[src/rtl/pipe_hazard_ctrl_if.sv]
// Hazard-controller bundle: ID/EXE/MEM hazard inputs plus the per-stage
// write-enable / flush controls driven back into the pipeline registers.
interface pipe_hazard_ctrl_if;
   logic [4:0]  id_rs;
   logic [4:0]  id_rt;
   logic        id_rs_used;
   logic        id_rt_used;
   logic [4:0]  exe_rf_waddr;
   logic        exe_rf_wena;
   logic [4:0]  mem_rf_waddr;
   logic        mem_rf_wena;
   logic        exe_mdu_start;
   logic        id_branch_taken;

   logic        pc_wena;
   logic        if_id_wena;
   logic        if_id_flush;
   logic        id_exe_wena;
   logic        id_exe_flush;
   logic        exe_mem_wena;
   logic        exe_mem_flush;
   logic        mem_wb_wena;
   logic        mdu_busy;
   logic [15:0] stall_cnt;

   // Pipeline side: presents hazard information, consumes stall/flush controls.
   modport master (
      output id_rs, id_rt, id_rs_used, id_rt_used,
      output exe_rf_waddr, exe_rf_wena, mem_rf_waddr, mem_rf_wena,
      output exe_mdu_start, id_branch_taken,
      input  pc_wena, if_id_wena, if_id_flush, id_exe_wena, id_exe_flush,
      input  exe_mem_wena, exe_mem_flush, mem_wb_wena, mdu_busy, stall_cnt
   );

   // Controller side.
   modport slave (
      input  id_rs, id_rt, id_rs_used, id_rt_used,
      input  exe_rf_waddr, exe_rf_wena, mem_rf_waddr, mem_rf_wena,
      input  exe_mdu_start, id_branch_taken,
      output pc_wena, if_id_wena, if_id_flush, id_exe_wena, id_exe_flush,
      output exe_mem_wena, exe_mem_flush, mem_wb_wena, mdu_busy, stall_cnt
   );
endinterface

[src/rtl/pipe_hazard_ctrl.sv]
// Stall/flush controller for the 5-stage pipeline without forwarding: RAW interlock,
// multi-cycle MUL/DIV front-end freeze, and taken-branch squash of the fetched slot.
module pipe_hazard_ctrl #(
   parameter int unsigned MDU_LAT = 32,
   parameter int unsigned CNT_W   = 6
) (
   input logic              clk,
   input logic              rst,
   pipe_hazard_ctrl_if.slave hz
);

   typedef enum logic [0:0] {StRun, StMdu} state_e;

   localparam logic             MduMulti = (MDU_LAT > 1);
   localparam logic [CNT_W-1:0] CntInit  = (MDU_LAT > 1) ? CNT_W'(MDU_LAT - 2) : '0;

   state_e           state_q, state_d;
   logic [CNT_W-1:0] cnt_q, cnt_d;
   logic [15:0]      stall_cnt_q, stall_cnt_d;

   logic rs_hit, rt_hit, raw, busy;
   logic pc_wena, if_id_wena, if_id_flush, id_exe_wena, id_exe_flush;
   logic exe_mem_wena, exe_mem_flush, mem_wb_wena;

   // Register $0 is hard-wired to zero, so it can never carry a dependency.
   always_comb begin
      rs_hit = hz.id_rs_used && (hz.id_rs != 5'd0) &&
               ((hz.exe_rf_wena && (hz.exe_rf_waddr == hz.id_rs)) ||
                (hz.mem_rf_wena && (hz.mem_rf_waddr == hz.id_rs)));
      rt_hit = hz.id_rt_used && (hz.id_rt != 5'd0) &&
               ((hz.exe_rf_wena && (hz.exe_rf_waddr == hz.id_rt)) ||
                (hz.mem_rf_wena && (hz.mem_rf_waddr == hz.id_rt)));
      raw    = rs_hit || rt_hit;
   end

   always_comb begin
      state_d = state_q;
      cnt_d   = cnt_q;
      busy    = 1'b0;
      unique case (state_q)
         StRun: begin
            if (hz.exe_mdu_start && MduMulti) begin
               state_d = StMdu;
               cnt_d   = CntInit;
               busy    = 1'b1;
            end
         end
         StMdu: begin
            // Final occupancy cycle (cnt==0) lets the op retire into MEM.
            if (cnt_q != '0) begin
               cnt_d = cnt_q - CNT_W'(1);
               busy  = 1'b1;
            end else begin
               state_d = StRun;
            end
         end
         default: begin
            state_d = StRun;
            cnt_d   = '0;
         end
      endcase
   end

   always_comb begin
      pc_wena       = 1'b1;
      if_id_wena    = 1'b1;
      if_id_flush   = 1'b0;
      id_exe_wena   = 1'b1;
      id_exe_flush  = 1'b0;
      exe_mem_wena  = 1'b1;
      exe_mem_flush = 1'b0;
      mem_wb_wena   = 1'b1;
      if (busy) begin
         pc_wena       = 1'b0;
         if_id_wena    = 1'b0;
         id_exe_wena   = 1'b0;
         exe_mem_wena  = 1'b0;
         exe_mem_flush = 1'b1;
      end else if (raw) begin
         // Branch operands are stale while interlocked, so a taken branch waits.
         pc_wena      = 1'b0;
         if_id_wena   = 1'b0;
         id_exe_flush = 1'b1;
      end else if (hz.id_branch_taken) begin
         if_id_flush = 1'b1;
      end
   end

   always_comb begin
      stall_cnt_d = stall_cnt_q;
      if (!pc_wena && (stall_cnt_q != 16'hFFFF)) begin
         stall_cnt_d = stall_cnt_q + 16'd1;
      end
   end

   always_ff @(posedge clk or negedge rst) begin
      if (!rst) begin
         state_q     <= StRun;
         cnt_q       <= '0;
         stall_cnt_q <= '0;
      end else begin
         state_q     <= state_d;
         cnt_q       <= cnt_d;
         stall_cnt_q <= stall_cnt_d;
      end
   end

   assign hz.pc_wena       = pc_wena;
   assign hz.if_id_wena    = if_id_wena;
   assign hz.if_id_flush   = if_id_flush;
   assign hz.id_exe_wena   = id_exe_wena;
   assign hz.id_exe_flush  = id_exe_flush;
   assign hz.exe_mem_wena  = exe_mem_wena;
   assign hz.exe_mem_flush = exe_mem_flush;
   assign hz.mem_wb_wena   = mem_wb_wena;
   assign hz.mdu_busy      = busy;
   assign hz.stall_cnt     = stall_cnt_q;

endmodule
[src/flat_wrapper.sv]
// flat-port wrapper written by rule: the top's interface ports become plain ports
module pipe_hazard_ctrl_flat 
#(
   parameter int unsigned MDU_LAT = 32,
   parameter int unsigned CNT_W   = 6
)
  (clk, rst, hz_id_rs, hz_id_rt, hz_id_rs_used, hz_id_rt_used, hz_exe_rf_waddr, hz_exe_rf_wena, hz_mem_rf_waddr, hz_mem_rf_wena, hz_exe_mdu_start, hz_id_branch_taken, hz_pc_wena, hz_if_id_wena, hz_if_id_flush, hz_id_exe_wena, hz_id_exe_flush, hz_exe_mem_wena, hz_exe_mem_flush, hz_mem_wb_wena, hz_mdu_busy, hz_stall_cnt);
  pipe_hazard_ctrl_if hz_i ();
  input logic clk;
  input logic rst;
  input wire logic [$bits(hz_i.id_rs)-1:0] hz_id_rs;
  input wire logic [$bits(hz_i.id_rt)-1:0] hz_id_rt;
  input wire logic [$bits(hz_i.id_rs_used)-1:0] hz_id_rs_used;
  input wire logic [$bits(hz_i.id_rt_used)-1:0] hz_id_rt_used;
  input wire logic [$bits(hz_i.exe_rf_waddr)-1:0] hz_exe_rf_waddr;
  input wire logic [$bits(hz_i.exe_rf_wena)-1:0] hz_exe_rf_wena;
  input wire logic [$bits(hz_i.mem_rf_waddr)-1:0] hz_mem_rf_waddr;
  input wire logic [$bits(hz_i.mem_rf_wena)-1:0] hz_mem_rf_wena;
  input wire logic [$bits(hz_i.exe_mdu_start)-1:0] hz_exe_mdu_start;
  input wire logic [$bits(hz_i.id_branch_taken)-1:0] hz_id_branch_taken;
  output wire logic [$bits(hz_i.pc_wena)-1:0] hz_pc_wena;
  output wire logic [$bits(hz_i.if_id_wena)-1:0] hz_if_id_wena;
  output wire logic [$bits(hz_i.if_id_flush)-1:0] hz_if_id_flush;
  output wire logic [$bits(hz_i.id_exe_wena)-1:0] hz_id_exe_wena;
  output wire logic [$bits(hz_i.id_exe_flush)-1:0] hz_id_exe_flush;
  output wire logic [$bits(hz_i.exe_mem_wena)-1:0] hz_exe_mem_wena;
  output wire logic [$bits(hz_i.exe_mem_flush)-1:0] hz_exe_mem_flush;
  output wire logic [$bits(hz_i.mem_wb_wena)-1:0] hz_mem_wb_wena;
  output wire logic [$bits(hz_i.mdu_busy)-1:0] hz_mdu_busy;
  output wire logic [$bits(hz_i.stall_cnt)-1:0] hz_stall_cnt;
  assign hz_i.id_rs = hz_id_rs;
  assign hz_i.id_rt = hz_id_rt;
  assign hz_i.id_rs_used = hz_id_rs_used;
  assign hz_i.id_rt_used = hz_id_rt_used;
  assign hz_i.exe_rf_waddr = hz_exe_rf_waddr;
  assign hz_i.exe_rf_wena = hz_exe_rf_wena;
  assign hz_i.mem_rf_waddr = hz_mem_rf_waddr;
  assign hz_i.mem_rf_wena = hz_mem_rf_wena;
  assign hz_i.exe_mdu_start = hz_exe_mdu_start;
  assign hz_i.id_branch_taken = hz_id_branch_taken;
  assign hz_pc_wena = hz_i.pc_wena;
  assign hz_if_id_wena = hz_i.if_id_wena;
  assign hz_if_id_flush = hz_i.if_id_flush;
  assign hz_id_exe_wena = hz_i.id_exe_wena;
  assign hz_id_exe_flush = hz_i.id_exe_flush;
  assign hz_exe_mem_wena = hz_i.exe_mem_wena;
  assign hz_exe_mem_flush = hz_i.exe_mem_flush;
  assign hz_mem_wb_wena = hz_i.mem_wb_wena;
  assign hz_mdu_busy = hz_i.mdu_busy;
  assign hz_stall_cnt = hz_i.stall_cnt;
  pipe_hazard_ctrl #(.MDU_LAT(MDU_LAT), .CNT_W(CNT_W)) u_core (.clk(clk), .rst(rst), .hz(hz_i));
endmodule
[config.mk]
export PLATFORM = sky130hd
export DESIGN_NAME = pipe_hazard_ctrl_flat
export DESIGN_NICKNAME = d
export VERILOG_FILES = /design/src/rtl/pipe_hazard_ctrl_if.sv /design/src/rtl/pipe_hazard_ctrl.sv /design/src/flat_wrapper.sv
export SDC_FILE = /design/constraint.sdc
export NUM_CORES = 1
export LEC_CHECK = 0
export CORE_AREA = 4 4 59 61
export DETAILED_ROUTE_END_ITERATION = 10
export DIE_AREA = 0 0 63 65
export DONT_BUFFER_PORTS = 1
export GPL_TIMING_DRIVEN = 1
export PLACE_DENSITY_LB_ADDON = 0.15
export REMOVE_ABC_BUFFERS = 1
export SYNTH_ARGS = -nofsm -noshare
export SYNTH_HDL_FRONTEND = slang
export SYNTH_SLANG_ARGS = --single-unit
[constraint.sdc]
create_clock -name clk -period 3.2 [get_ports clk]
set_input_delay 0.64 -clock clk [delete_from_list [all_inputs] [get_ports clk]]
set_output_delay 0.64 -clock clk [all_outputs]
set_load 0.01 [all_outputs]
== Word-level counts from Yosys, hierarchy flattened ==
Index checks and enable logic that the tools add are counted.

* Bits in registers: 23
* Bits in latches: 0
* RAM bits: 0
* ROM bits: 0
* Bits of input ports: 28
* Output and inout bits: 25
* Memories kept: 0

* Add/sub/neg operators: 2
* Multipliers: 0
* Divide/modulo/power cells: 0
* Magnitude comparators: 0
* Equal/unequal tests: 7
* Shift-type cells: 0
* Muxes and demuxes: 15
* Bitwise gates (word level): 1
* Reductions and logical operators: 17

{| class="wikitable"
|+ Operators with widths
! kind !! count
|-
| $eq A5 B5 Y1 || 4
|-
| $add A16 B1 Y16 const B || 1
|-
| $ne A16 B16 Y1 const B || 1
|-
| $mux W6 || 2
|-
| $pmux W6 S2 || 1
|-
| $mux W1 || 11
|-
| $reduce_bool A5 Y1 || 2
|-
| $logic_and A1 B1 Y1 || 9
|-
| $reduce_bool A6 Y1 || 1
|-
| $sub A6 B1 Y6 const B || 1
|-
| $ne A2 B2 Y1 const B || 2
|-
| $logic_or A1 B1 Y1 || 3
|-
| $pmux W1 S2 || 1
|-
| $reduce_and A2 Y1 || 1
|-
| $logic_not A1 Y1 || 1
|-
| $not A1 Y1 || 1
|}

== Logic depth before layout (Yosys ltp) ==
Gate-level depths: netlist of the first run.

* Depth in word-level cells: 9
* Mapped depth: 10
* Depth with buffers taken out: 9

== Worst setup path before layout of the first run ==
Ideal clock, no wire load.

* Path kind: input to output
* Start point: in hz_id_rs[0]
* End point: out hz_if_id_flush
* Data arrival time: 1.934 ns
* Data required time: 2.560 ns
* Slack: 0.626 ns
* Stages: 5
* Buffers on the path: 0
* Path through: or4_1 -> o21ai_1 -> a21oi_2 -> nor3_4 -> and2_1

* Cells in the longest elaborated chain, start to end: 7

{| class="wikitable"
|+ Ends and longest elaborated chain
! element !! RTL line !! text
|-
| start, declared || flat_wrapper.sv:11 || <nowiki>input wire logic [$bits(hz_i.id_rs)-1:0] hz_id_rs;</nowiki>
|-
| $eq A5 B5 Y1 (on tied branches) || pipe_hazard_ctrl.sv:28, pipe_hazard_ctrl.sv:29 ||
|-
| $logic_and A1 B1 Y1 (on tied branches) || pipe_hazard_ctrl.sv:28, pipe_hazard_ctrl.sv:29 ||
|-
| $logic_or A1 B1 Y1 || pipe_hazard_ctrl.sv:28 || <nowiki>((hz.exe_rf_wena && (hz.exe_rf_waddr == hz.id_rs)) ||</nowiki>
|-
| $logic_and A1 B1 Y1 (*) || pipe_hazard_ctrl.sv:27 || <nowiki>rs_hit = hz.id_rs_used && (hz.id_rs != 5'd0) &&</nowiki>
|-
| $logic_or A1 B1 Y1 (*) || pipe_hazard_ctrl.sv:33 || <nowiki>raw = rs_hit || rt_hit;</nowiki>
|-
| $mux W1 (*) || pipe_hazard_ctrl.sv:79 || <nowiki>end else if (raw) begin</nowiki>
|-
| $mux W1 (*) || pipe_hazard_ctrl.sv:73 || <nowiki>if (busy) begin</nowiki>
|-
| end, declared || flat_wrapper.sv:23 || <nowiki>output wire logic [$bits(hz_i.if_id_flush)-1:0] hz_if_id_flush;</nowiki>
|}

Every way passes the cells marked *; elsewhere a longest branch is shown, timed or not.

== Final worst setup path of the first run ==
* Start point: reg u_core.cnt_q[0]
* End point: out hz_if_id_wena

* Cells in the longest elaborated chain, start to end: 4

{| class="wikitable"
|+ Ends and longest elaborated chain
! element !! RTL line !! text
|-
| start, declared || pipe_hazard_ctrl.sv:18 || <nowiki>logic [CNT_W-1:0] cnt_q, cnt_d;</nowiki>
|-
| start signal, assigned || pipe_hazard_ctrl.sv:103 || <nowiki>cnt_q <= cnt_d;</nowiki>
|-
| $reduce_bool A6 Y1 || pipe_hazard_ctrl.sv:50 || <nowiki>if (cnt_q != '0) begin</nowiki>
|-
| $mux W1 || pipe_hazard_ctrl.sv:50 ||
|-
| $pmux W1 S2 || pipe_hazard_ctrl.sv:40 || <nowiki>unique case (state_q)</nowiki>
|-
| $mux W1 || pipe_hazard_ctrl.sv:73 ||
|-
| end, declared || flat_wrapper.sv:22 || <nowiki>output wire logic [$bits(hz_i.if_id_wena)-1:0] hz_if_id_wena;</nowiki>
|}

No other way between the ends.

==> impl_metrics.csv, run 1 <==
group,metric,value,unit
synth,yosys-top-cells-count,"29 x xor2_1, 23 x dfrtp_1, 16 x nand2_1",
synth,ys_seq_area_share,40.03,%
power_and_ir_drop,p_int,597.4,uW
place,placed_area,1449,um2
drt,drtIter0Drc,31,
global_route,grt_max_degree,14,
worst_setup_path,crit_top_cell,"inv_1",
sta,rsz0062_at_grt,"false",
die,pin_count,53,
place,hpwl,2.242,mm
sta,worst_pin_slew,0.5791,ns
worst_setup_path,crit_start,"u_core.cnt_q[0]",
die,rows,20,
power_and_ir_drop,switching_share,41.73,%
global_route,antenna_found_initial,0,
power_and_ir_drop,p_clk_share,13.0,%
place,post-place-cells,181,
worst_setup_path,cp_data_arrival_time,2.22,ns
sta,setup_violations,0,
sta,finClkSkew,0.008422,ns
die,die_width,63,um
sta,fin_setup_tns,0,ns
job,cap_violations,0,
synth,yosysMostFrequentCell,"xor2_1",
power_and_ir_drop,pwr-share-seq,49.7,%
sta,fmax,349.7,MHz
worst_setup_path,crit_path_end_kind,"output pin",
worst_setup_path,critPathLaunchType,"register",
power_and_ir_drop,cellLeakagePower,0.6219,nW
sta,period_needed,2.860,ns
drt,drc,0,
clock_tree,clkTransAtPathRegs,0.12,ns
clock_tree,cts_tree,"done",
drt,wl,2.781,mm
status,outcome,"completed",
worst_setup_path,r2r_end,"u_core.hz.stall_cnt[1]",
worst_setup_path,cp.required,2.56,ns
synth,yosysTopAreaCell,"dfrtp_1",
final_layout,final_cell_area,1496,um2
clock_tree,htree_levels,1,
synth,ys_warn_count,0,
global_route,overflow,0,
worst_setup_path,crit_type,"reg2out",
synth,syn_inst,152,
power_and_ir_drop,ir_worst_vdd,0.2104,mV
global_route,grt_use_total,14.33,%
die,design.die.area,4095,um2
final_layout,layout.cells.non_filler,187,
clock_tree,cts_resized,0,
power_and_ir_drop,p_per_area,685.1,nW/um2
synth,synth_flop_cell,"dfrtp_1",
synth,ys_ff_latch,23,
drt,dr.pass1.iters,6,
synth,synth-edff-count,0,
sta,period_share,89.37,%
synth,synth_area_leaders,"dfrtp_1 40%, xor2_1 18%, xnor2_1 4.9%, nand3_1 4.2%, nand2_1 4.2%",
global_route,grt_pass1_vias,1098,
synth,synth_top_cell_area_share,40.03,%
synth,synth_cell_types,32,
worst_setup_path,r2r_cells,9,
worst_setup_path,cp_max_fo,8,
die,coreArea,2978,um2
place,io_buffers,0,
clock_tree,cts_root_buffer,"clkbuf_4",
die,fp.dieH,65,um
final_layout,drive_gt1_share,9.091,%
global_route,grt_pass1_wl,4.733,mm
synth,syn_area_per_cell,9.458,um2
sta,hold_violations,0,
die,start_util,48.28,%
sta,final_max_slew_viol_count,0,
synth,syn-cell-area,1438,um2
worst_setup_path,cp_slowest_cell,"dfrtp_1",
sta,holdWs,0.5456,ns
final_layout,layout.nets,186,
worst_setup_path,crit_path_max_incr_delay,0.43,ns
place,routabilityCongestion,0.7835,
power_and_ir_drop,power_switching,427.8,uW
clock_tree,clock-sinks,23,
drt,ant_nets,0,
power_and_ir_drop,power,1.025,mW
final_layout,syn2layout_area_growth,4.091,%
drt,via_per_inst,5.674,
hold_path,hp-class,"reg2reg",
drt,wl_per_cell,14.87,um
final_layout,diodes,0,
power_and_ir_drop,p_comb_share,37.3,%
worst_setup_path,ff2ff_setup_slack,0.81,ns
worst_setup_path,r2r_start,"u_core.cnt_q[0]",
clock_tree,worstSkewPairLatency,0.31,ns
worst_setup_path,endpoint,"hz_if_id_wena",
synth,async_flop_share,100.0,%
clock_tree,cts_buffers,3,
sta,relSlewSlack,61.26,%
drt,dr_total_vias,1061,
worst_setup_path,cp_cell_sequence,"inv_1, ha_1, nand3_1, nand2_1, and2_1, inv_1, nor3_4, buf_4",
clock_tree,cts_buffer_depth,2,
## state kept, by name, summed over array words and instances, names as in the netlist
signal and count:
u_core.cnt_q 6, u_core.hz.stall_cnt 16, u_core.state_q 1
## power by group through the flow
stage | logic, mW | clock network [mW] | registers, mW
CTS | 0.387 | 0.139 | 0.510
detailed placement | 0.380 | 0 | 0.517
finish | 0.383 | 0.133 | 0.510
global route | 0.441 | 0.154 | 0.524
global placement | 0.369 | 0 | 0.510
floorplan | 0.311 | 0 | 0.488
## critical path: cells and delay by family (launching register included)
family,cells,cell delay [ns]
buffers and inverters,3,0.55
flip-flops,1,0.43
adder cells (fa/ha/maj),1,0.14
AND/OR/NAND/NOR,4,0.80
## what timing repair did
item	CTS	global route
hold endpoints to repair	13	10
buffers inserted	0	0
hold buffers	1	1
## per-stage QoR
stage	setup WS, ns	utilization (%)
3_5_place_dp	0.6778	48.66
6_report	0.3400	50.25
5_1_grt	0.1385	50.25
2_1_floorplan	0.5679	-
4_1_cts	0.3044	49.92
3_3_place_gp	0.7181	48.66
## per-layer routing
layer  routed length, um  global-route usage, %
met4                  26                  3.306
met2                1342                  24.51
met1                1159                  17.33
met5                   0                      0
met3                 253                  4.853
## cells by family after synthesis
| kind of cell | synth area share [%] |
|---|---|
| buffers and inverters | 4.177 |
| AOI/OAI and AO/OA | 4.526 |
| DFF | 40.03 |
| xor gates and xnor gates | 22.54 |
| other | 0.2608 |
| muxes | 1.827 |
| adders and majority gates | 2.611 |
| and+or+nand+nor | 24.02 |
## worst min path at each step
stage / start / endpoint / slack, ns / cells after the start
final: u_core.cnt_q[0] / u_core.cnt_q[0] / 0.55 / 1
after global routing: u_core.cnt_q[0] / u_core.cnt_q[0] / 0.58 / 1
after CTS: rst / u_core.cnt_q[5] / 0.0005 / 0
after detailed placement: rst / u_core.cnt_q[5] / 0.34 / 0
after global placement: rst / u_core.cnt_q[5] / 0.34 / 0
after floorplan: rst / u_core.cnt_q[0] / 0.34 / 0
## cells in the final DEF (no fill, tap or decap), drive strengths merged, types with 4 or more instances in the layout
cell type / instances
dfrtp: 23
xor2: 29
nor4: 5
inv: 4
o21ai: 4
nor3: 7
nand3: 12
nand2: 16
xnor2: 8
nor2: 15
## area by class of cell
type | instances | area [um2]
fillers | 276 | 1481
inverters | 4 | 15.01
repair buffers | 4 | 35.03
flip-flops and latches | 23 | 575.6
clock inverters | 1 | 5.005
well taps | 33 | 41.29
multi-input cells | 119 | 802.0
clock buffers | 3 | 22.52
No activity file was read; power rests on OpenSTA's default activity.
==> inputs of run 2 (changes only) <==
PLACE_DENSITY = 0.6   (was not set)
PLACE_DENSITY_LB_ADDON = not set   (was 0.15)
SLEW_MARGIN = 40   (was not set)
==> run 2 against run 1 <==
Effect of this change:
- clock power about the same
- register-to-register slack is essentially flat
- non-clock buffer count unchanged
- flip-flop and latch count is the same
- global-route usage fell by 0.67 points
- clock-buffer cell count is 1 higher
- cell count is the same
==> impl_metrics.csv, run 2 (synthesis gave the netlist of run 1 again) <==
group,metric,value,unit
place,hpwl,2.189,mm
sta,rsz0062_at_grt,"false",
sta,relSlewSlack,64.00,%
clock_tree,htree_levels,1,
die,fp.dieH,65,um
drt,wl,2.741,mm
worst_setup_path,cp_max_fo,8,
global_route,grt_use_total,13.65,%
clock_tree,cts_resized,0,
clock_tree,cts_buffer_depth,2,
global_route,antenna_found_initial,0,
worst_setup_path,critPathTopFamily,"simple AND/OR/NAND/NOR gates",
worst_setup_path,crit_type,"reg2out",
drt,via_per_inst,5.465,
global_route,overflow,0,
sta,fmax,350.6,MHz
die,design.die.area,4095,um2
sta,hold_violations,0,
clock_tree,cts_tree,"done",
power_and_ir_drop,power,1.028,mW
final_layout,largest_reg_flops,16,
drt,ant_nets,0,
clock_tree,cts_root_buffer,"clkbuf_4",
final_layout,drive_gt1_share,9.091,%
drt,dr_total_vias,1022,
sta,period_needed,2.852,ns
final_layout,final_cell_mix,"29 x xor2_1, 23 x dfrtp_1, 16 x nand2_1",
global_route,grt_pass1_wl,4.505,mm
place,routabilityCongestion,0.8215,
final_layout,layout.nets,186,
power_and_ir_drop,switching_share,41.57,%
die,coreArea,2978,um2
status,outcome,"completed",
worst_setup_path,cp_cell_sequence,"inv_1, ha_1, nand3_1, nand2_1, and2_1, inv_1, nor3_4, buf_4",
drt,drtIter0Drc,33,
die,start_util,48.28,%
clock_tree,clkTransAtPathRegs,0.13,ns
sta,period_share,89.13,%
final_layout,syn2layout_area_growth,3.655,%
job,cap_violations,0,
power_and_ir_drop,power_switching,427.4,uW
worst_setup_path,cp_data_arrival_time,2.21,ns
worst_setup_path,crit_top_cell,"inv_1",
worst_setup_path,crit_path_end_kind,"output pin",
worst_setup_path,cp.buffers_inverters,3,
final_layout,layout_commonest_cell,"xor2_1",
clock_tree,cts_buffers,3,
worst_setup_path,cp.required,2.56,ns
drt,wl_per_cell,14.66,um
die,pin_count,53,
sta,worst_pin_slew,0.5351,ns
sta,fin_setup_tns,0,ns
drt,drc,0,
power_and_ir_drop,p_clk_share,13.0,%
power_and_ir_drop,p_per_area,690.0,nW/um2
final_layout,diodes,0,
sta,final_max_slew_viol_count,0,
worst_setup_path,critPathLaunchType,"register",
global_route,grt_max_degree,22,
drt,dr.pass1.iters,4,
die,die_width,63,um
worst_setup_path,crit_path_max_incr_delay,0.42,ns
worst_setup_path,worst-path-stages,8,
clock_tree,clock-sinks,23,
place,io_buffers,0,
sta,finClkSkew,0.006298,ns
power_and_ir_drop,p_comb_share,37.7,%
global_route,grt_pass1_vias,1007,
sta,setup_violations,0,
clock_tree,worstSkewPairLatency,0.31,ns
die,rows,20,
worst_setup_path,cp_slowest_cell,"dfrtp_1",
hold_path,hp-class,"in2async",
clock_tree,cts_setup_buffers,0,
power_and_ir_drop,pwr-share-seq,49.4,%
power_and_ir_drop,cellLeakagePower,0.6190,nW
worst_setup_path,r2r_cells,9,
power_and_ir_drop,p_int,600.8,uW
power_and_ir_drop,ir_worst_vdd,0.2723,mV
## run 2: cell types whose count changed in the layout (fill, tap and decap cells not counted)
cell           change
dlygate4sd3_1      -1
clkinv_2           -1
clkbuf_1           +1
buf_2              +1
## run 2: power groups by stage
| stage | sequential [mW] | clock [mW] | combinational (mW) |
|---|---|---|---|
| 3_3_place_gp | 0.510 | 0 | 0.369 |
| 2_1_floorplan | 0.488 | 0 | 0.311 |
| 5_1_grt | 0.523 | 0.151 | 0.434 |
| 6_report | 0.508 | 0.133 | 0.387 |
| 3_5_place_dp | 0.516 | 0 | 0.384 |
| 4_1_cts | 0.509 | 0.139 | 0.394 |
## run 2: path summary, 6_finish.rpt
| check | startpoint | end | slack (ns) |
|---|---|---|---|
| min in group clk | u_core.cnt_q[0] | u_core.cnt_q[0] | 0.54 |
| setup / recovery | u_core.cnt_q[0] | hz_if_id_wena | 0.35 |
| setup reg to reg | u_core.cnt_q[0] | u_core.hz.stall_cnt[1] | 0.82 |
| max in group asynchronous | rst | u_core.hz.stall_cnt[15] | 2.49 |
| hold reg to reg | u_core.cnt_q[0] | u_core.cnt_q[0] | 0.54 |
| hold / removal | rst | u_core.hz.stall_cnt[5] | 0.26 |
## run 2: timing repair
item / CTS / global route
endpoints found under the setup margin: 0 / 0
hold endpoints to repair: 21 / 0
hold buffers: 2 / 0
## run 2: final cells by class
type / count / area [um2]
Clock buffer: 4 / 26.28
Timing Repair Buffer: 4 / 30.03
Tap cell: 33 / 41.29
Fill cell: 275 / 1488
Inverter: 4 / 15.01
Sequential cell: 23 / 575.6
Multi-Input combinational cell: 119 / 802.0
## run 2: routing by layer
metal	global-route usage (%)	vias to the layer above	share of wire [%]
met2	22.79	32	48
met1	17.12	476	44
met3	3.813	4	7.4
met5	0	-	0
met4	4.132	0	0.99
li1	-	510	-
## run 2: stage by stage
stage	setup WS [ns]	util (%)	hold WS [ns]	instances	instance area [um2]
floorplan	0.5679	-	0.3444	146	1393
global placement	0.7167	48.66	0.3450	181	1449
detailed placement	0.6916	48.66	0.3450	181	1449
CTS	0.3261	50.21	0.5432	187	1495
global route	0.1904	50.04	0.2798	187	1490
finish	0.3477	50.04	0.2616	187	1490
==> inputs of run 3 (changes only) <==
PLACE_DENSITY = 0.61   (was 0.6)
REMOVE_ABC_BUFFERS = not set   (was 1)
TNS_END_PERCENT = 50   (was not set)
==> run 3 against run 2 <==
Effect of this change:
- fmax down 0.71%
- largest cell class unchanged
- global-route usage is 0.47 points higher
- non-clock buffer count did not move
- combinational power barely moved
- sequential power barely moved
==> impl_metrics.csv, run 3 (synthesis gave the netlist of run 1 again) <==
group,metric,value,unit
sta,hold_violations,0,
power_and_ir_drop,power_switching,430.1,uW
sta,rsz0062_at_grt,"false",
final_layout,layout_commonest_cell,"xor2_1",
drt,drc,0,
place,post-place-ws,0.6715,ns
clock_tree,clkTransAtPathRegs,0.13,ns
worst_setup_path,crit_top_cell,"inv_1",
drt,dr_wl_met2,1.381,mm
worst_setup_path,critPathLaunchType,"register",
clock_tree,cts_resized,0,
die,coreArea,2978,um2
power_and_ir_drop,p_per_area,689.6,nW/um2
final_layout,syn2layout_area_growth,3.742,%
final_layout,drive_gt1_share,9.740,%
worst_setup_path,cp.required,2.56,ns
drt,wl_per_cell,15.01,um
clock_tree,cts_tree,"done",
final_layout,final_cell_mix,"29 x xor2_1, 23 x dfrtp_1, 16 x nand2_1",
power_and_ir_drop,p_int,598.4,uW
die,fp.dieH,65,um
die,design.die.area,4095,um2
final_layout,layout.cells.non_filler,187,
final_layout,layout.nets,186,
job,cap_violations,0,
synth,syn-num-nets,183,
global_route,grt_max_degree,16,
drt,dr.pass1.iters,4,
worst_setup_path,crit_path_max_incr_delay,0.42,ns
place,io_buffers,0,
worst_setup_path,cp_data_arrival_time,2.23,ns
drt,highest-signal-layer,"met4",
sta,final_max_slew_viol_count,0,
die,pin_count,53,
worst_setup_path,crit_type,"reg2out",
worst_setup_path,cp_max_fo,8,
clock_tree,cts_buffers,3,
clock_tree,worstSkewPairLatency,0.31,ns
global_route,grt_pass1_vias,1104,
global_route,grt_use_total,14.13,%
place,routabilityCongestion,0.7974,
worst_setup_path,cp_slowest_cell,"dfrtp_1",
worst_setup_path,crit_path_end_kind,"output pin",
drt,met3_wirelength,206,um
power_and_ir_drop,p_comb_share,37.9,%
power_and_ir_drop,pwr-share-seq,49.3,%
power_and_ir_drop,power,1.028,mW
drt,drt-met1-wl,1.204,mm
worst_setup_path,r2r_end,"u_core.hz.stall_cnt[1]",
sta,setup_violations,0,
clock_tree,htree_levels,1,
sta,worst_slack,0.3272,ns
power_and_ir_drop,switching_share,41.82,%
sta,period_needed,2.873,ns
power_and_ir_drop,cellLeakagePower,0.6217,nW
sta,finClkSkew,0.005970,ns
global_route,overflow,0,
hold_path,hp-class,"in2async",
die,start_util,48.28,%
power_and_ir_drop,ir_worst_vdd,0.2319,mV
status,outcome,"completed",
drt,dr_total_vias,1057,
drt,wl,2.807,mm
clock_tree,cts_buffer_depth,2,
clock_tree,cts_root_buffer,"clkbuf_4",
final_layout,largest_reg_flops,16,
drt,ant_nets,0,
drt,drtIter0Drc,36,
clock_tree,clock-sinks,23,
sta,fmax,348.1,MHz
place,hpwl,2.222,mm
sta,fin_setup_tns,0,ns
worst_setup_path,ff2ff_setup_slack,0.78,ns
drt,via_per_inst,5.652,
die,rows,20,
place,post-place-cells,181,
global_route,antenna_found_initial,0,
worst_setup_path,cp_cell_sequence,"inv_1, ha_1, nand3_1, nand2_1, and2_1, inv_1, nor3_4, buf_4",
final_layout,diodes,0,
worst_setup_path,r2r_cells,9,
global_route,grt_pass1_wl,4.726,mm
power_and_ir_drop,p_clk_share,12.7,%
die,die_width,63,um
worst_setup_path,r2r_start,"u_core.cnt_q[0]",
sta,period_share,89.78,%
## run 3: cell count changes in the layout (fill, tap and decap cells not counted), sizes merged
cell | before | now
clkinv | 0 | 1
clkbuf | 4 | 3
## run 3: layer usage
metal / global-route usage [%] / vias to the layer above
li1: - / 509
met5: 0 / -
met3: 4.333 / 2
met1: 17.19 / 507
met4: 3.581 / 0
met2: 24.24 / 39
## run 3: power by group through the flow
stage / Sequential (mW) / Combinational [mW] / Clock [mW]
floorplan: 0.488 / 0.351 / 0
global placement: 0.510 / 0.370 / 0
detailed placement: 0.515 / 0.385 / 0
CTS: 0.507 / 0.397 / 0.140
global route: 0.521 / 0.442 / 0.152
finish: 0.507 / 0.390 / 0.131
## run 3: worst max-delay path by stage
stage | from | endpoint | cells after the start | slack, ns
6_report | u_core.cnt_q[0] | hz_if_id_wena | 8 | 0.33
5_1_grt | u_core.cnt_q[0] | hz_if_id_wena | 8 | 0.14
4_1_cts | u_core.cnt_q[0] | hz_if_id_wena | 8 | 0.30
3_5_place_dp | u_core.cnt_q[0] | hz_if_id_wena | 8 | 0.67
3_3_place_gp | hz_exe_mdu_start | hz_if_id_wena | 5 | 0.71
2_1_floorplan | hz_id_rs[0] | hz_if_id_flush | 5 | 0.63
## run 3: critical path, delay by kind of cell (launching register included)
| family | cells | cell delay [ns] |
|---|---|---|
| simple gates | 4 | 0.80 |
| buf+inv | 3 | 0.56 |
| flops | 1 | 0.42 |
| fa+ha+maj | 1 | 0.15 |
## run 3: timing repair
action,CTS,global route
hold buffers,2,0
endpoints found under the hold margin,15,0
setup buffers,0,0
## run 3: through the flow
step                      area (um2)  util [%]  hold WS, ns
after CTS                       1496     50.25       0.5435
after detailed placement        1449     48.66       0.3451
final                           1491     50.08       0.2069
after floorplan                 1438         -       0.3444
after global placement          1449     48.66       0.3449
after global routing            1491     50.08       0.2224
## run 3: layout make-up
class                   instances  area, um2
fillers                       292       1486
multi-input cells             119      802.0
flip-flops and latches         23      575.6
well taps                      33      41.29
repair buffers                  4      30.03
clock buffers                   3      22.52
inverters                       4      15.01
clock inverters                 1      5.005
